<file path="src/rtl/startup_flash_reader.sv">
// Reads the configuration SPI flash through STARTUPE2 after end-of-startup
// and streams the bytes of a READ (0x03) transaction on a valid/ready port.
module startup_flash_reader #(
  parameter int unsigned CLK_DIV      = 2,
  parameter int unsigned PRIME_CYCLES = 3,
  parameter int unsigned LEN_W        = 24
) (
  input  logic             clk,
  input  logic             rst,
  input  logic             eos,
  input  logic             start,
  input  logic [23:0]      start_addr,
  input  logic [LEN_W-1:0] byte_count,
  output logic             ready,
  output logic             busy,
  output logic             done,
  output logic [7:0]       m_data,
  output logic             m_valid,
  input  logic             m_ready,
  output logic             usrcclko,
  output logic             usrcclkts,
  output logic             spi_cs_n,
  output logic             spi_mosi,
  input  logic             spi_miso
);

  localparam int unsigned DIV_W   = (CLK_DIV > 1) ? $clog2(CLK_DIV) : 1;
  localparam int unsigned FIN_CYC = 2 * CLK_DIV;
  localparam int unsigned FIN_W   = $clog2(FIN_CYC);
  localparam int unsigned PRM_W   = (PRIME_CYCLES > 1) ? $clog2(PRIME_CYCLES) : 1;
  localparam logic [7:0]  CMD_READ = 8'h03;

  typedef enum logic [2:0] {
    S_WAIT_EOS, S_PRIME, S_IDLE, S_CMD, S_ADDR, S_DATA, S_HOLD, S_FINISH
  } state_e;

  state_e             state_q, state_d;
  logic [DIV_W-1:0]   div_q, div_d;
  logic [PRM_W-1:0]   prm_q, prm_d;
  logic [FIN_W-1:0]   fin_q, fin_d;
  logic [4:0]         bit_q, bit_d;
  logic [30:0]        sh_q, sh_d;
  logic [6:0]         rx_q, rx_d;
  logic [LEN_W-1:0]   cnt_q, cnt_d;
  logic               pend_q, pend_d;
  logic [7:0]         pend_data_q, pend_data_d;
  logic [7:0]         m_data_q, m_data_d;
  logic               m_valid_q, m_valid_d;
  logic               done_q, done_d;
  logic               ready_q, ready_d;
  logic               busy_q, busy_d;
  logic               sck_q, sck_d;
  logic               ts_q, ts_d;
  logic               cs_n_q, cs_n_d;
  logic               mosi_q, mosi_d;

  logic       sck_run, sck_tick, sck_rise, sck_fall, pend_load;
  logic [7:0] byte_in;

  assign sck_run   = (state_q inside {S_PRIME, S_CMD, S_ADDR, S_DATA});
  assign sck_tick  = sck_run && (div_q == DIV_W'(CLK_DIV - 1));
  assign sck_rise  = sck_tick && !sck_q;
  assign sck_fall  = sck_tick && sck_q;
  assign byte_in   = {rx_q, spi_miso};
  assign pend_load = pend_q && m_valid_q && m_ready;

  // State and datapath registers, all cleared by synchronous reset
  always_ff @(posedge clk) begin
    if (rst) begin
      state_q     <= S_WAIT_EOS;
      div_q       <= '0;
      prm_q       <= '0;
      fin_q       <= '0;
      bit_q       <= '0;
      sh_q        <= '0;
      rx_q        <= '0;
      cnt_q       <= '0;
      pend_q      <= 1'b0;
      pend_data_q <= '0;
      m_data_q    <= '0;
      m_valid_q   <= 1'b0;
      done_q      <= 1'b0;
      ready_q     <= 1'b0;
      busy_q      <= 1'b0;
      sck_q       <= 1'b0;
      ts_q        <= 1'b1;
      cs_n_q      <= 1'b1;
      mosi_q      <= 1'b0;
    end else begin
      state_q     <= state_d;
      div_q       <= div_d;
      prm_q       <= prm_d;
      fin_q       <= fin_d;
      bit_q       <= bit_d;
      sh_q        <= sh_d;
      rx_q        <= rx_d;
      cnt_q       <= cnt_d;
      pend_q      <= pend_d;
      pend_data_q <= pend_data_d;
      m_data_q    <= m_data_d;
      m_valid_q   <= m_valid_d;
      done_q      <= done_d;
      ready_q     <= ready_d;
      busy_q      <= busy_d;
      sck_q       <= sck_d;
      ts_q        <= ts_d;
      cs_n_q      <= cs_n_d;
      mosi_q      <= mosi_d;
    end
  end

  // Next-state, SCK divider, SPI shifting and output handshake
  always_comb begin
    state_d     = state_q;
    div_d       = sck_run ? (sck_tick ? '0 : div_q + DIV_W'(1)) : '0;
    sck_d       = sck_tick ? ~sck_q : sck_q;
    prm_d       = prm_q;
    fin_d       = fin_q;
    bit_d       = bit_q;
    sh_d        = sh_q;
    rx_d        = rx_q;
    cnt_d       = cnt_q;
    pend_d      = pend_q;
    pend_data_d = pend_data_q;
    m_data_d    = m_data_q;
    m_valid_d   = m_valid_q && !m_ready;
    done_d      = 1'b0;
    ts_d        = ts_q;
    cs_n_d      = cs_n_q;
    mosi_d      = mosi_q;

    // A byte parked while the output was full moves out as soon as it drains
    if (pend_load) begin
      m_data_d  = pend_data_q;
      m_valid_d = 1'b1;
      pend_d    = 1'b0;
      cnt_d     = cnt_q - LEN_W'(1);
    end

    case (state_q)
      S_WAIT_EOS: begin
        if (eos) begin
          ts_d    = 1'b0;
          prm_d   = '0;
          state_d = (PRIME_CYCLES == 0) ? S_IDLE : S_PRIME;
        end
      end
      S_PRIME: begin
        if (sck_fall) begin
          prm_d = prm_q + PRM_W'(1);
          if (prm_q == PRM_W'(PRIME_CYCLES - 1)) state_d = S_IDLE;
        end
      end
      S_IDLE: begin
        if (start) begin
          if (byte_count == '0) begin
            done_d = 1'b1;
          end else begin
            cnt_d   = byte_count;
            sh_d    = {CMD_READ[6:0], start_addr};
            mosi_d  = CMD_READ[7];
            cs_n_d  = 1'b0;
            bit_d   = '0;
            state_d = S_CMD;
          end
        end
      end
      S_CMD, S_ADDR: begin
        if (sck_fall) begin
          sh_d   = {sh_q[29:0], 1'b0};
          mosi_d = sh_q[30];
          bit_d  = bit_q + 5'd1;
          if (bit_q == 5'd7) begin
            state_d = S_ADDR;
          end else if (bit_q == 5'd31) begin
            bit_d   = '0;
            mosi_d  = 1'b0;
            state_d = S_DATA;
          end
        end
      end
      S_DATA: begin
        if (sck_rise) begin
          rx_d = byte_in[6:0];
          if (bit_q == 5'd7) begin
            bit_d = '0;
            if (!m_valid_q || m_ready) begin
              m_data_d  = byte_in;
              m_valid_d = 1'b1;
              cnt_d     = cnt_q - LEN_W'(1);
            end else begin
              pend_d      = 1'b1;
              pend_data_d = byte_in;
            end
          end else begin
            bit_d = bit_q + 5'd1;
          end
        end
        // Pause or finish only on a falling edge so SCK always parks low
        if (sck_fall) begin
          if (pend_q && !pend_load) begin
            state_d = S_HOLD;
          end else if (cnt_d == '0) begin
            cs_n_d  = 1'b1;
            fin_d   = '0;
            state_d = S_FINISH;
          end
        end
      end
      S_HOLD: begin
        if (pend_load) begin
          if (cnt_d == '0) begin
            cs_n_d  = 1'b1;
            fin_d   = '0;
            state_d = S_FINISH;
          end else begin
            state_d = S_DATA;
          end
        end
      end
      S_FINISH: begin
        fin_d = fin_q + FIN_W'(1);
        if (fin_q == FIN_W'(FIN_CYC - 2)) done_d = 1'b1;
        if (fin_q == FIN_W'(FIN_CYC - 1)) state_d = S_IDLE;
      end
      default: state_d = S_WAIT_EOS;
    endcase

    ready_d = (state_d == S_IDLE);
    busy_d  = (state_d inside {S_CMD, S_ADDR, S_DATA, S_HOLD, S_FINISH});
  end

  assign ready     = ready_q;
  assign busy      = busy_q;
  assign done      = done_q;
  assign m_data    = m_data_q;
  assign m_valid   = m_valid_q;
  assign usrcclko  = sck_q;
  assign usrcclkts = ts_q;
  assign spi_cs_n  = cs_n_q;
  assign spi_mosi  = mosi_q;

endmodule
</file>
<file path="config.mk">
export PLATFORM = sky130hd
export DESIGN_NAME = startup_flash_reader
export DESIGN_NICKNAME = d
export VERILOG_FILES = /design/src/rtl/startup_flash_reader.sv
export SDC_FILE = /design/constraint.sdc
export NUM_CORES = 1
export LEC_CHECK = 0
export ABC_AREA = 1
export BUFFER_PORTS_ARGS = -buffer_cell sky130_fd_sc_hd__clkbuf_2
export CAP_MARGIN = 20
export CORE_ASPECT_RATIO = 1.5
export CORE_MARGIN = 8
export CORE_UTILIZATION = 35
export CTS_CLUSTER_DIAMETER = 40
export DETAILED_ROUTE_END_ITERATION = 16
export GPL_ROUTABILITY_DRIVEN = 0
export PLACE_DENSITY_LB_ADDON = 0.1
export SLEW_MARGIN = 20
export SYNTH_ARGS = -nofsm -noshare
export SYNTH_HDL_FRONTEND = slang
export SYNTH_SLANG_ARGS = --single-unit
</file>
<file path="constraint.sdc">
create_clock -name clk -period 4.3 [get_ports clk]
set_clock_uncertainty 0.05 [all_clocks]
set_input_delay 0.86 -clock clk [delete_from_list [all_inputs] [get_ports clk]]
set_output_delay 0.86 -clock clk [all_outputs]
set_load 0.05 [all_outputs]
</file>
Yosys cells after proc, flatten, opt, wreduce, memory -nomap -nowiden
Cells that the tools add are included.
{"block": "totals", "out_inout_bits": 16, "word_cells": 164, "in_bits": 54, "regBits": 100}
{"block": "op_classes", "add_sub_neg": 5, "n_reduce_logical": 33, "n_eq_ne": 29, "n_mux": 75, "bitwise_logic": 3}
{"operator": "2-to-1 mux 24 bit", "count": 7}
{"operator": "2-to-1 mux 31 bit", "count": 3}
{"operator": "zero test 24 bit", "count": 3}
{"operator": "one-hot mux 31 bit (2 select lines)", "count": 1}
{"operator": "one-hot mux 24 bit (2 select lines)", "count": 1}
{"operator": "2-to-1 mux 8 bit", "count": 5}
{"operator": "2-to-1 mux 3 bit", "count": 13}
{"operator": "2-to-1 mux 5 bit", "count": 7}
{"operator": "equality test 3 bit (second input constant)", "count": 8}
{"operator": "subtractor 24 x 1 -> 24 bit (second input constant)", "count": 1}
{"operator": "2-to-1 mux 1 bit", "count": 23}
{"operator": "one-hot mux 3 bit (7 select lines)", "count": 1}
{"operator": "inequality test 2 bit (second input constant)", "count": 10}
{"operator": "2-to-1 mux 2 bit", "count": 8}
{"operator": "one-hot mux 5 bit (3 select lines)", "count": 1}
{"operator": "equality test 3 x 2 -> 1 bit (second input constant)", "count": 4}
{"operator": "nonzero test 3 bit", "count": 3}
{"operator": "AND reduction 4 bit", "count": 2}
{"operator": "AND reduction 8 bit", "count": 1}
{"operator": "logical AND 1 bit", "count": 7}
{"operator": "equality test 2 bit (second input constant)", "count": 3}
{"operator": "one-hot mux 2 bit (3 select lines)", "count": 1}
{"operator": "AND reduction 6 bit", "count": 1}
{"operator": "adder 5 x 1 -> 5 bit (second input constant)", "count": 1}
{"operator": "other kinds (21)", "count": 30}

Logic depth before layout (Yosys ltp)
Gate-level depths: netlist of the first run.
{"block": "logic_depth", "ltp_word": 14, "depth_mapped": 22, "ltp_nobuf": 22}

Worst setup path after synthesis of the first run
OpenSTA, ideal clock, no wires.
{"block": "synth_timing", "kind": "input to register", "startpoint": "in m_ready", "endpoint": "reg fin_q[0]", "stages": 16, "setup_time_ps": 132, "slack_ps": 1778, "arrival_ps": 2340, "n_path_buf": 1, "cell_sequence": "nand3_2 -> inv_2 -> buf_2 -> nand3_1 -> nand2_1 -> nand2_1 -> nand2_1 -> nand2_1 -> nor2_1 -> nand2_1 -> nor2_1 -> nand2_1 -> o21ai_1 -> nand3_1 -> nand2_1 -> a21oi_1"}
{"block": "synth_via", "elab_chain_cells": 9}
{"item": "from (decl)", "line": "19", "text": "input logic m_ready,"}
{"item": "logical AND 1 bit", "line": "65", "text": "assign pend_load = pend_q && m_valid_q && m_ready;"}
{"item": "2-to-1 mux 24 bit", "line": "133", "text": "if (pend_load) begin"}
{"item": "2-to-1 mux 24 bit", "line": "187", "text": "if (!m_valid_q || m_ready) begin"}
{"item": "2-to-1 mux 24 bit", "line": "185", "text": "if (bit_q == 5'd7) begin"}
{"item": "2-to-1 mux 24 bit", "line": "183", "text": "if (sck_rise) begin"}
{"item": "2-to-1 mux 24 bit", "line": "140", "text": "case (state_q)"}
{"item": "zero test 24 bit", "line": "203", "text": "end else if (cnt_d == '0) begin"}
{"item": "inequality test 2 x 1 -> 1 bit (no line)"}
{"item": "AND reduction 6 bit (no line) *"}
{"item": "to (signal assigned)", "line": "93", "text": "fin_q <= fin_d;"}
{"item": "to (decl)", "line": "40", "text": "logic [FIN_W-1:0] fin_q, fin_d;"}
Mark *: on every way between the ends. The rest lies on a longest branch, timed or not. The select of a mux whose other input is x is not followed.
A chain may end at the register's enable or synchronous reset.

Worst setup path in the final report of the first run
{"block": "layout_timing", "startpoint": "reg state_q[0]", "endpoint": "reg sh_q[13]"}
{"block": "layout_via", "elab_chain_cells": 6}
{"item": "from (decl)", "line": "37", "text": "state_e state_q, state_d;"}
{"item": "from (signal assigned)", "line": "90", "text": "state_q <= state_d;"}
{"item": "equality test 3 x 1 -> 1 bit (tied with other cells)", "line": "60", "text": "assign sck_run = (state_q inside {S_PRIME, S_CMD, S_ADDR, S_DATA});"}
{"item": "nonzero test 4 bit", "line": "60"}
{"item": "logical AND 1 bit", "line": "61", "text": "assign sck_tick = sck_run && (div_q == DIV_W'(CLK_DIV - 1));"}
{"item": "logical AND 1 bit", "line": "63", "text": "assign sck_fall = sck_tick && sck_q;"}
{"item": "inequality test 2 bit (no line)"}
{"item": "AND reduction 4 bit (no line)"}
{"item": "to (signal assigned)", "line": "75", "text": "sh_q <= '0;"}
{"item": "to (signal assigned)", "line": "95", "text": "sh_q <= sh_d;"}
{"item": "to (decl)", "line": "42", "text": "logic [30:0] sh_q, sh_d;"}
Parallel ways exist; a longest one is shown, timed or not.

==> results of run 1 <==
## metal layers
metal,up-vias,global-route usage
met5,-,0
met2,146,0.318
li1,3265,-
met3,42,0.0355
met1,2926,0.196
met4,2,0.0826
## power breakdown
part / total [mW] / internal, mW / switching, mW / leakage (nW)
logic: 0.0839 / 0.0313 / 0.0527 / 2.19
clock network: 0.892 / 0.468 / 0.424 / 0.155
registers: 0.931 / 0.928 / 0.00308 / 0.806
## kinds of logic after synthesis
kind of cell             synth area share
AO/OA/AOI/OAI                       0.189
XOR/XNOR                          0.00292
adder cells (fa/ha/maj)            0.0125
buffers and inverters              0.0879
flip-flops                          0.334
multiplexers                      0.00167
AND/OR/NAND/NOR                     0.372
## state kept, by name, indices dropped and copies added (netlist names), named ones only
name         count
bit_q            5
busy             1
cnt_q           24
div_q            1
done             1
fin_q            2
m_data           8
m_valid          1
pend_data_q      8
prm_q            2
ready            1
rx_q             7
sh_q            31
spi_cs_n         1
spi_mosi         1
state_q          3
usrcclko         1
usrcclkts        1
## critical path, delay by kind of cell, from the launching register on
family / cells / cell delay [ns]
and+or+nand+nor: 5 / 1.52
buffers and inverters: 3 / 0.77
DFF: 1 / 0.37
AOI/OAI and AO/OA: 2 / 0.30
## cell usage after synthesis, types with 5 or more instances
cell       count  area share
o21ai_0       74       0.062
nand2_1      283        0.18
nor4_1         6      0.0063
ha_1           6       0.013
and2_1        12       0.013
a2bb2oi_1      5      0.0073
nor3_1         6      0.0050
o21ai_1        8      0.0067
nand4_1       12       0.013
a31oi_1       31       0.032
buf_2          6      0.0050
nand3_1       70       0.058
clkbuf_1      30       0.019
nor2_1       100       0.063
a21oi_1       63       0.053
dfxtp_1      100        0.33
inv_1         87       0.054
## worst paths after layout
path                       start        endpoint  slack (ns)  depth (start not counted)
hold / removal    pend_data_q[6]  pend_data_q[6]        0.40                          2
setup / recovery      state_q[0]        sh_q[13]        1.19                         10
setup reg to reg      state_q[0]        sh_q[13]        1.19                         10
hold reg to reg   pend_data_q[6]  pend_data_q[6]        0.40                          2
## final cells by class
| class | count | share of cell area |
|---|---|---|
| tap | 210 | 0.0384 |
| clock inverter | 7 | 0.0135 |
| timing repair buffer | 81 | 0.0637 |
| multi-input combinational | 725 | 0.507 |
| inverter | 93 | 0.0518 |
| clock buffer | 9 | 0.0329 |
| sequential | 100 | 0.293 |
==> impl_metrics.env, run 1 <==
export IMPL_cts_resized_gates=0
export IMPL_die_h_um=176
export IMPL_die_w_um=123
export IMPL_ant_nets=0
export IMPL_drv_slew=0
export IMPL_synth_edf_count=0
export IMPL_stdcell_area_sq_mm=0.00684
export IMPL_nFillCells=1917
export IMPL_fin_crit_sh=0.724
export IMPL_async_reset_ff_frac=0
export IMPL_dominantRegCellSynth="dfxtp_1"
export IMPL_synth_cell_types=44
export IMPL_drtIter0Drc=311
export IMPL_layout_commonest_cell="nand2_1"
export IMPL_period_needed_ns=3.11
export IMPL_dieArea_sq_mm=0.0217
export IMPL_dp_hpwl_um=14100
export IMPL_drt_total_wl_um=19100
export IMPL_seqCellArea_sq_mm=0.00200
export IMPL_clkTransAtPathRegs_ns=0.08
export IMPL_max_freq_mhz=321
export IMPL_fp_coreArea_sq_mm=0.0168
export IMPL_cts_buffers=9
export IMPL_grt_usage=0.178
export IMPL_vias=6381
export IMPL_dr_wl_met3_um=952
export IMPL_drv_cap=0
export IMPL_cts_setup_buffers=0
export IMPL_cp_required_ns=4.54
export IMPL_antenna_found_initial=1
export IMPL_antennaDiodeCount=0
export IMPL_synthToLayoutAreaGrowth_pct=14.1
export IMPL_final_cells=1225
export IMPL_final_nets=1070
export IMPL_ir_drop_mv=0.167
export IMPL_powerDensity_mw_per_mm2=279
export IMPL_syn_area_sq_mm=0.00599
export IMPL_yosysSeqAreaShare=0.334
export IMPL_dr_pass1_iters=5
export IMPL_pin_count=70
export IMPL_port_buffers=69
export IMPL_tightest_slew_ns=0.881
export IMPL_slowest_delay_ns=0.47
export IMPL_status="finished clean"
export IMPL_holdWs_ns=0.397
export IMPL_clk_latency_ns=0.36
export IMPL_numClockSinks=100
export IMPL_start_util=0.358
export IMPL_hold_buffers=0
export IMPL_place_ws_ns=0.876
export IMPL_crit_chain="inv_2 > nand2_4 > nor2_1 > inv_1 > nor2_1 > nand2_1 > nand2_1 > buf_4 > o21ai_0 > a31oi_1"
export IMPL_power_leakage_nw=3.15
export IMPL_tns_ns=0
export IMPL_cts_tree="yes"
export IMPL_syn_nets=1018
export IMPL_drt_met1_wl_um=8050
export IMPL_wire_per_inst_um=15.6
export IMPL_startpoint_type="flip-flop"
export IMPL_drive_gt1_frac=0.123
export IMPL_clockBufferDepth=2
export IMPL_hold_class="flip-flop to flip-flop"
export IMPL_clk_root_buffer_cell="clkbuf_16"
export IMPL_num_rows=58
export IMPL_yosysWarnings=0
export IMPL_setup_viol_count_final=0
export IMPL_layout_common_cells="nand2_1, dfxtp_1, nor2_1, inv_1, o21ai_0"
export IMPL_synth_seq_cells=100
export IMPL_finalHoldViolations=0
export IMPL_placed_cell_area_sq_mm=0.00652
export IMPL_relSlewSlack=0.412
export IMPL_fin_ws_ns=1.19
export IMPL_avgViaCountPerCell=5.21
export IMPL_wl_met2_um=9460
export IMPL_grt_pass1_wl_um=30700
export IMPL_cp_max_fo=31
export IMPL_syn_avg_cell_area_sq_um=6.26
export IMPL_syn_inst=958
export IMPL_post_place_cells=1209
export IMPL_cp_slowest_cell="nand2_1"
export IMPL_multiInputGateArea_sq_mm=0.00347
export IMPL_top_layer="met5"
export IMPL_grt_pass1_vias=6341
export IMPL_p_total_mw=1.91
export IMPL_rsz0062_at_grt="false"
export IMPL_cts_htree_levels=3
export IMPL_critPathCaptureType="flip-flop"
export IMPL_crit_arrival_ns=3.35
export IMPL_grt_max_degree=43
export IMPL_drc=0
export IMPL_setup_worst_path_class="flip-flop to flip-flop"
export IMPL_utilization=0.408
export IMPL_overflow=0
Power figures use the tool's default switching activity.
==> inputs of run 2 (changes only) <==
==> constraint.sdc (replaced) <==
create_clock -name clk -period 2.55 [get_ports clk]
set_clock_uncertainty 0.05 [all_clocks]
set_input_delay 0.51 -clock clk [delete_from_list [all_inputs] [get_ports clk]]
set_output_delay 0.51 -clock clk [all_outputs]
set_load 0.05 [all_outputs]
==> impl_metrics.env, run 2 (synthesized netlist as in run 1, its figures left out) <==
export IMPL_status="finished clean"
export IMPL_ff2ff_path_depth=21
export IMPL_max_freq_mhz=400
export IMPL_rsz0062_at_grt="true"
export IMPL_numClockSinks=100
export IMPL_grt_pass1_wl_um=32000
export IMPL_p_clk_frac=0.467
export IMPL_layout_commonest_cell="nand2_1"
export IMPL_clk_latency_ns=0.36
export IMPL_startpoint_type="flip-flop"
export IMPL_vias=6796
export IMPL_critPathCaptureType="flip-flop"
export IMPL_drtIter0Drc=362
export IMPL_min_delay_start="start_addr[19]"
export IMPL_antenna_found_initial=0
export IMPL_drive_gt1_frac=0.256
export IMPL_drt_total_wl_um=20000
export IMPL_dr_pass1_iters=5
export IMPL_hold_class="input port to flip-flop"
export IMPL_cts_buffers=9
export IMPL_grt_max_degree=33
export IMPL_cts_htree_levels=3
export IMPL_use_met2=0.335
export IMPL_dp_hpwl_um=15300
export IMPL_fin_ws_ns=0.0473
export IMPL_ir_drop_mv=0.286
export IMPL_holdPathEnd="sh_q[19]"
export IMPL_setup_worst_path_class="flip-flop to flip-flop"
export IMPL_fp_coreArea_sq_mm=0.0168
export IMPL_finalHoldViolations=0
export IMPL_wire_per_inst_um=15.1
export IMPL_cp_slowest_cell="dfxtp_2"
export IMPL_crit_cells=21
export IMPL_crit_chain="buf_6 > nor2_4 > nand2_4 > nor2_4 > buf_6 > nand2_2 > nand2_2 > nand3_2 > nand2_2 > nand2_2 > nand2_1 > nand2_1 > nor2_1 > nand2_1 > nor2_1 > nand2_2 > nand2_1 > nand3_2 > a21oi_4 > nand2_1 > nor2_1"
export IMPL_fin_crit_sh=0.981
export IMPL_cp_max_fo=5
export IMPL_p_sw_frac=0.246
export IMPL_antennaDiodeCount=0
export IMPL_power_leakage_nw=3.69
export IMPL_drv_cap=0
export IMPL_die_h_um=176
export IMPL_p_seq_frac=0.486
export IMPL_r2r_end="ready"
export IMPL_final_nets=1172
export IMPL_num_rows=58
export IMPL_drv_slew=0
export IMPL_power_switching_mw=0.794
export IMPL_cp_required_ns=2.80
export IMPL_relSlewSlack=0.633
export IMPL_crit_buf_inv=2
export IMPL_overflow=0
export IMPL_r2r_slack_ns=0.05
export IMPL_combPwrFrac=0.047
export IMPL_grt_usage=0.186
export IMPL_powerDensity_mw_per_mm2=408
export IMPL_start_util=0.358
export IMPL_layout_common_cells="nand2_1, buf_4, dfxtp_1, nor2_1, inv_1"
export IMPL_dieArea_sq_mm=0.0217
export IMPL_largest_register="sh_q"
export IMPL_met3_usage=0.0326
export IMPL_avgViaCountPerCell=5.12
export IMPL_p_int_mw=2.43
export IMPL_cts_tree="yes"
export IMPL_p_total_mw=3.23
export IMPL_place_ws_ns=-0.175
export IMPL_grt_pass1_vias=6696
export IMPL_reg_largest_list="sh_q: 31 flops, cnt_q: 24 flops"
export IMPL_clockBufferDepth=2
export IMPL_r2r_start="cnt_q[1]"
export IMPL_clkTransAtPathRegs_ns=0.08
export IMPL_clk_root_buffer_cell="clkbuf_16"
export IMPL_crit_arrival_ns=2.75
export IMPL_period_needed_ns=2.50
export IMPL_port_buffers=69
export IMPL_tightest_slew_ns=0.548
export IMPL_ant_nets=0
export IMPL_busiest_layer="met2"
export IMPL_use_met1=0.198
export IMPL_path_delay_family="simple AND/OR/NAND/NOR gates"
export IMPL_die_w_um=123
export IMPL_largest_register_ff_count=31
export IMPL_pin_count=70
export IMPL_setup_viol_count_final=0
export IMPL_hold_depth=3
export IMPL_synthToLayoutAreaGrowth_pct=32.0
export IMPL_slowest_delay_ns=0.33
export IMPL_drc=0
[run 2: cell types whose count changed in the layout (fill, tap and decap cells not counted), moves of 3 or more]
cell and change:
nor2_1 -11, buf_4 +97, nand2_1 -17, nor2_4 +4, nand2_2 +15, nand3_2 +10
dfxtp_2 +7, nor2_2 +7, nand3_1 -12, inv_1 -3, dfxtp_1 -7, buf_12 +3
[run 2: repair_timing]
item,in CTS,in global routing
setup endpoints to repair,5,7
hold buffers,0,0
gates resized for setup,7,69
gates cloned,0,0
setup buffers,1,6
pin swaps,3,30
[run 2: power groups by stage]
stage	combinational, mW	clock, mW	sequential [mW]
after floorplan	0.0641	0	1.61
after global placement	0.152	0	1.61
after detailed placement	0.152	0	1.61
after CTS	0.152	1.55	1.57
after global routing	0.168	1.61	1.57
final	0.151	1.51	1.57
[run 2: layer usage]
metal | vias to the layer above | share of wire
met5 | - | 0
met4 | 0 | 0.045
met3 | 48 | 0.047
met2 | 165 | 0.51
met1 | 3106 | 0.40
li1 | 3477 | -
[run 2: worst reg2reg max path, delay by kind of cell (launching register included)]
kind / cells / cell delay, ns
AOI/OAI and AO/OA: 1 / 0.16
DFF: 1 / 0.33
buffers and inverters: 2 / 0.25
and+or+nand+nor: 18 / 1.64
[run 2: worst max-delay path by stage]
stage,start,end
after floorplan,m_valid,fin_q[0]
after global placement,m_ready,fin_q[1]
after detailed placement,m_ready,fin_q[0]
after CTS,cnt_q[0],fin_q[0]
after global routing,cnt_q[1],fin_q[1]
final,cnt_q[1],ready
[run 2: cell type report]
type	count	area, sq um
multi-input cells	725	3710
clock inverters	6	82.6
well taps	210	263
repair buffers	183	1250
flip-flops and latches	100	2010
fillers	1827	8850
clock buffers	10	239
inverters	93	364
[run 2: stage by stage]
stage | instances | TNS (ns) | utilization | hold WS, ns | instance area [sq um]
3_5_place_dp | 1304 | -0.801 | 0.434 | 0.390 | 7270
4_1_cts | 1321 | 0 | 0.455 | 0.331 | 7630
6_report | 1327 | 0 | 0.472 | 0.340 | 7910
3_3_place_gp | 1304 | -0.430 | 0.434 | 0.383 | 7270
5_1_grt | 1327 | -0.824 | 0.472 | 0.338 | 7910
2_1_floorplan | 958 | 0 | - | 0.375 | 5990
==> inputs of run 3 (changes only) <==
--- a/config.mk
+++ b/config.mk
@@ -5,7 +5,6 @@
 export SDC_FILE = /design/constraint.sdc
 export NUM_CORES = 1
 export LEC_CHECK = 0
-export ABC_AREA = 1
 export BUFFER_PORTS_ARGS = -buffer_cell sky130_fd_sc_hd__clkbuf_2
 export CAP_MARGIN = 20
 export CORE_ASPECT_RATIO = 1.5
@@ -14,6 +13,7 @@
 export CTS_CLUSTER_DIAMETER = 40
 export DETAILED_ROUTE_END_ITERATION = 16
 export GPL_ROUTABILITY_DRIVEN = 0
+export GPL_TIMING_DRIVEN = 0
 export PLACE_DENSITY_LB_ADDON = 0.1
 export SLEW_MARGIN = 20
 export SYNTH_ARGS = -nofsm -noshare
==> impl_metrics.env, run 3 <==
export IMPL_wire_per_inst_um=20.9
export IMPL_min_delay_start="byte_count[18]"
export IMPL_powerDensity_mw_per_mm2=397
export IMPL_post_synth_fa_ha_maj_area_fraction=0.0122
export IMPL_synth_top_family_by_area="simple AND/OR/NAND/NOR gates"
export IMPL_largest_register="sh_q"
export IMPL_final_nets=967
export IMPL_syn_area_sq_mm=0.00613
export IMPL_cts_tree="yes"
export IMPL_pin_count=70
export IMPL_synthMuxAreaShare=0.0722
export IMPL_tns_ns=-2.17
export IMPL_dominantRegCellSynth="dfxtp_1"
export IMPL_grt_pass1_wl_um=36100
export IMPL_drv_cap=0
export IMPL_drc=0
export IMPL_fin_ws_ns=-0.491
export IMPL_drv_slew=0
export IMPL_numClockSinks=100
export IMPL_finalHoldViolations=0
export IMPL_port_buffers=68
export IMPL_yosysMostFrequentCell="nor2_1"
export IMPL_syn_nets=860
export IMPL_die_h_um=178
export IMPL_synth_area_leaders="dfxtp_1, nor2_1, mux2i_1"
export IMPL_dp_hpwl_um=17200
export IMPL_cp_slowest_cell="or4b_4"
export IMPL_crit_cells=9
export IMPL_grt_usage=0.212
export IMPL_startpoint_type="flip-flop"
export IMPL_syn_inst=800
export IMPL_yosys_area_top_type="dfxtp_1"
export IMPL_synthToLayoutAreaGrowth_pct=29.1
export IMPL_max_freq_mhz=329
export IMPL_ff2ff_path_depth=9
export IMPL_clkTransAtPathRegs_ns=0.08
export IMPL_dieArea_sq_mm=0.0221
export IMPL_ir_drop_mv=0.246
export IMPL_synth_cell_types=65
export IMPL_hold_buffers=0
export IMPL_cp_required_ns=2.74
export IMPL_dr_pass1_iters=5
export IMPL_r2r_end="spi_cs_n"
export IMPL_relSlewSlack=0.463
export IMPL_r2r_slack_ns=-0.49
export IMPL_die_w_um=124
export IMPL_antenna_found_initial=0
export IMPL_synth_edf_count=0
export IMPL_setup_viol_count_final=5
export IMPL_clk_root_buffer_cell="clkbuf_16"
export IMPL_layout_commonest_cell="nor2_1"
export IMPL_clk_latency_ns=0.36
export IMPL_antennaDiodeCount=0
export IMPL_synth_xor_xnor_area_share=0.0529
export IMPL_placed_cell_area_sq_mm=0.00681
export IMPL_cts_htree_levels=3
export IMPL_drtIter0Drc=497
export IMPL_async_reset_ff_frac=0
export IMPL_largest_register_ff_count=31
export IMPL_nFillCells=1825
export IMPL_stdcell_area_sq_mm=0.00792
export IMPL_synth_compound_area_frac=0.197
export IMPL_drt_total_wl_um=23500
export IMPL_slowest_delay_ns=0.58
export IMPL_grt_max_degree=19
export IMPL_vias=6631
export IMPL_synthSimpleGateAreaFrac=0.289
export IMPL_synth_common_cells="nor2_1, dfxtp_1, nand2_1, a21oi_1, clkbuf_1"
export IMPL_power_leakage_nw=3.16
export IMPL_yosysSeqAreaShare=0.327
export IMPL_grt_pass1_vias=6645
export IMPL_synth_seq_cells=100
export IMPL_synth_top_area_share=0.327
export IMPL_reg_largest_list="sh_q: 31 flops, cnt_q: 24 flops"
export IMPL_rsz0062_at_grt="true"
export IMPL_path_delay_family="simple AND/OR/NAND/NOR gates"
export IMPL_holdWs_ns=0.361
export IMPL_tightest_slew_ns=0.806
export IMPL_yosysWarnings=0
export IMPL_post_place_cells=1081
export IMPL_layout_common_cells="nor2_1, dfxtp_1, clkbuf_2, nand2_1, a21oi_1"
export IMPL_cp_max_fo=6
export IMPL_avgViaCountPerCell=5.89
export IMPL_hold_depth=3
export IMPL_num_rows=59
export IMPL_holdPathEnd="cnt_q[18]"
export IMPL_status="finished, violations left"
export IMPL_period_needed_ns=3.04
export IMPL_setup_worst_path_class="flip-flop to flip-flop"
export IMPL_fin_crit_sh=1.19
export IMPL_drive_gt1_frac=0.271
export IMPL_crit_buf_inv=1
export IMPL_r2r_start="cnt_q[13]"
export IMPL_final_cells=1125
export IMPL_clockBufferDepth=2
export IMPL_critPathCaptureType="flip-flop"
export IMPL_syn_avg_cell_area_sq_um=7.66
export IMPL_crit_chain="buf_6 > or4_4 > or2_4 > or3_4 > a221oi_2 > nand3_2 > or4b_4 > a31oi_4 > a22oi_2"
export IMPL_start_util=0.355
export IMPL_crit_arrival_ns=3.23
export IMPL_fp_coreArea_sq_mm=0.0173
export IMPL_hold_class="input port to flip-flop"
export IMPL_ant_nets=0
export IMPL_cts_buffers=9
export IMPL_overflow=0
export IMPL_violations="negative setup slack"
run 3: worst max path at each step:
stage	start	end	slack [ns]
finish	cnt_q[13]	spi_cs_n	-0.49
global route	cnt_q[13]	spi_cs_n	-0.52
CTS	cnt_q[1]	fin_q[1]	-0.55
detailed placement	byte_count[0]	cnt_q[18]	-1.71
global placement	byte_count[0]	cnt_q[18]	-1.72
floorplan	cnt_q[0]	fin_q[0]	-0.25
run 3: cells by family after synthesis:
| kind of cell | Yosys count |
|---|---|
| adder cells (fa/ha/maj) | 6 |
| buffers and inverters | 72 |
| AND/OR/NAND/NOR | 354 |
| multiplexers | 44 |
| XOR/XNOR | 37 |
| AO/OA/AOI/OAI | 187 |
| flip-flops | 100 |
run 3: worst min-delay path: stages:
cell      delay [ns]
clkbuf_2        0.11
nand2_1         0.06
a21oi_1         0.05
run 3: per-stage QoR:
step | utilization | power, mW | worst slack (ns)
3_5_place_dp | 0.394 | 1.77 | -1.71
3_3_place_gp | 0.394 | 1.77 | -1.72
2_1_floorplan | - | 1.68 | -0.248
4_1_cts | 0.441 | 3.16 | -0.549
6_report | 0.458 | 3.15 | -0.491
5_1_grt | 0.458 | 3.24 | -0.521
run 3: where the power goes:
group | internal [mW] | total, mW | switching (mW)
Combinational | 0.0656 | 0.181 | 0.115
Sequential | 1.56 | 1.57 | 0.00511
Clock | 0.685 | 1.40 | 0.712
run 3: routing by layer:
layer  track usage  vias up  part of all wire
met5             0        -                 0
met3        0.0326       91             0.049
met1         0.225     3147              0.38
li1              -     3138                 -
met2         0.374      255              0.51
met4         0.142        0             0.064
run 3: repair_timing:
action                                  in CTS  in global routing
cloned                                       0                  0
endpoints found under the setup margin      75                 74
pin swaps                                   26                 15
setup buffers                               28                  8
resized for setup                           82                 64
hold endpoints to repair                     0                  0
run 3: layout make-up:
class / instances / area [sq um] / share of cell area
clock buffers: 10 / 229 / 0.0289
plain buffers: 54 / 280 / 0.0354
flip-flops and latches: 100 / 2010 / 0.254
clock inverters: 6 / 60.1 / 0.00759
repair buffers: 104 / 611 / 0.0771
well taps: 213 / 267 / 0.0337
multi-input cells: 628 / 4420 / 0.558
inverters: 10 / 40.0 / 0.00506
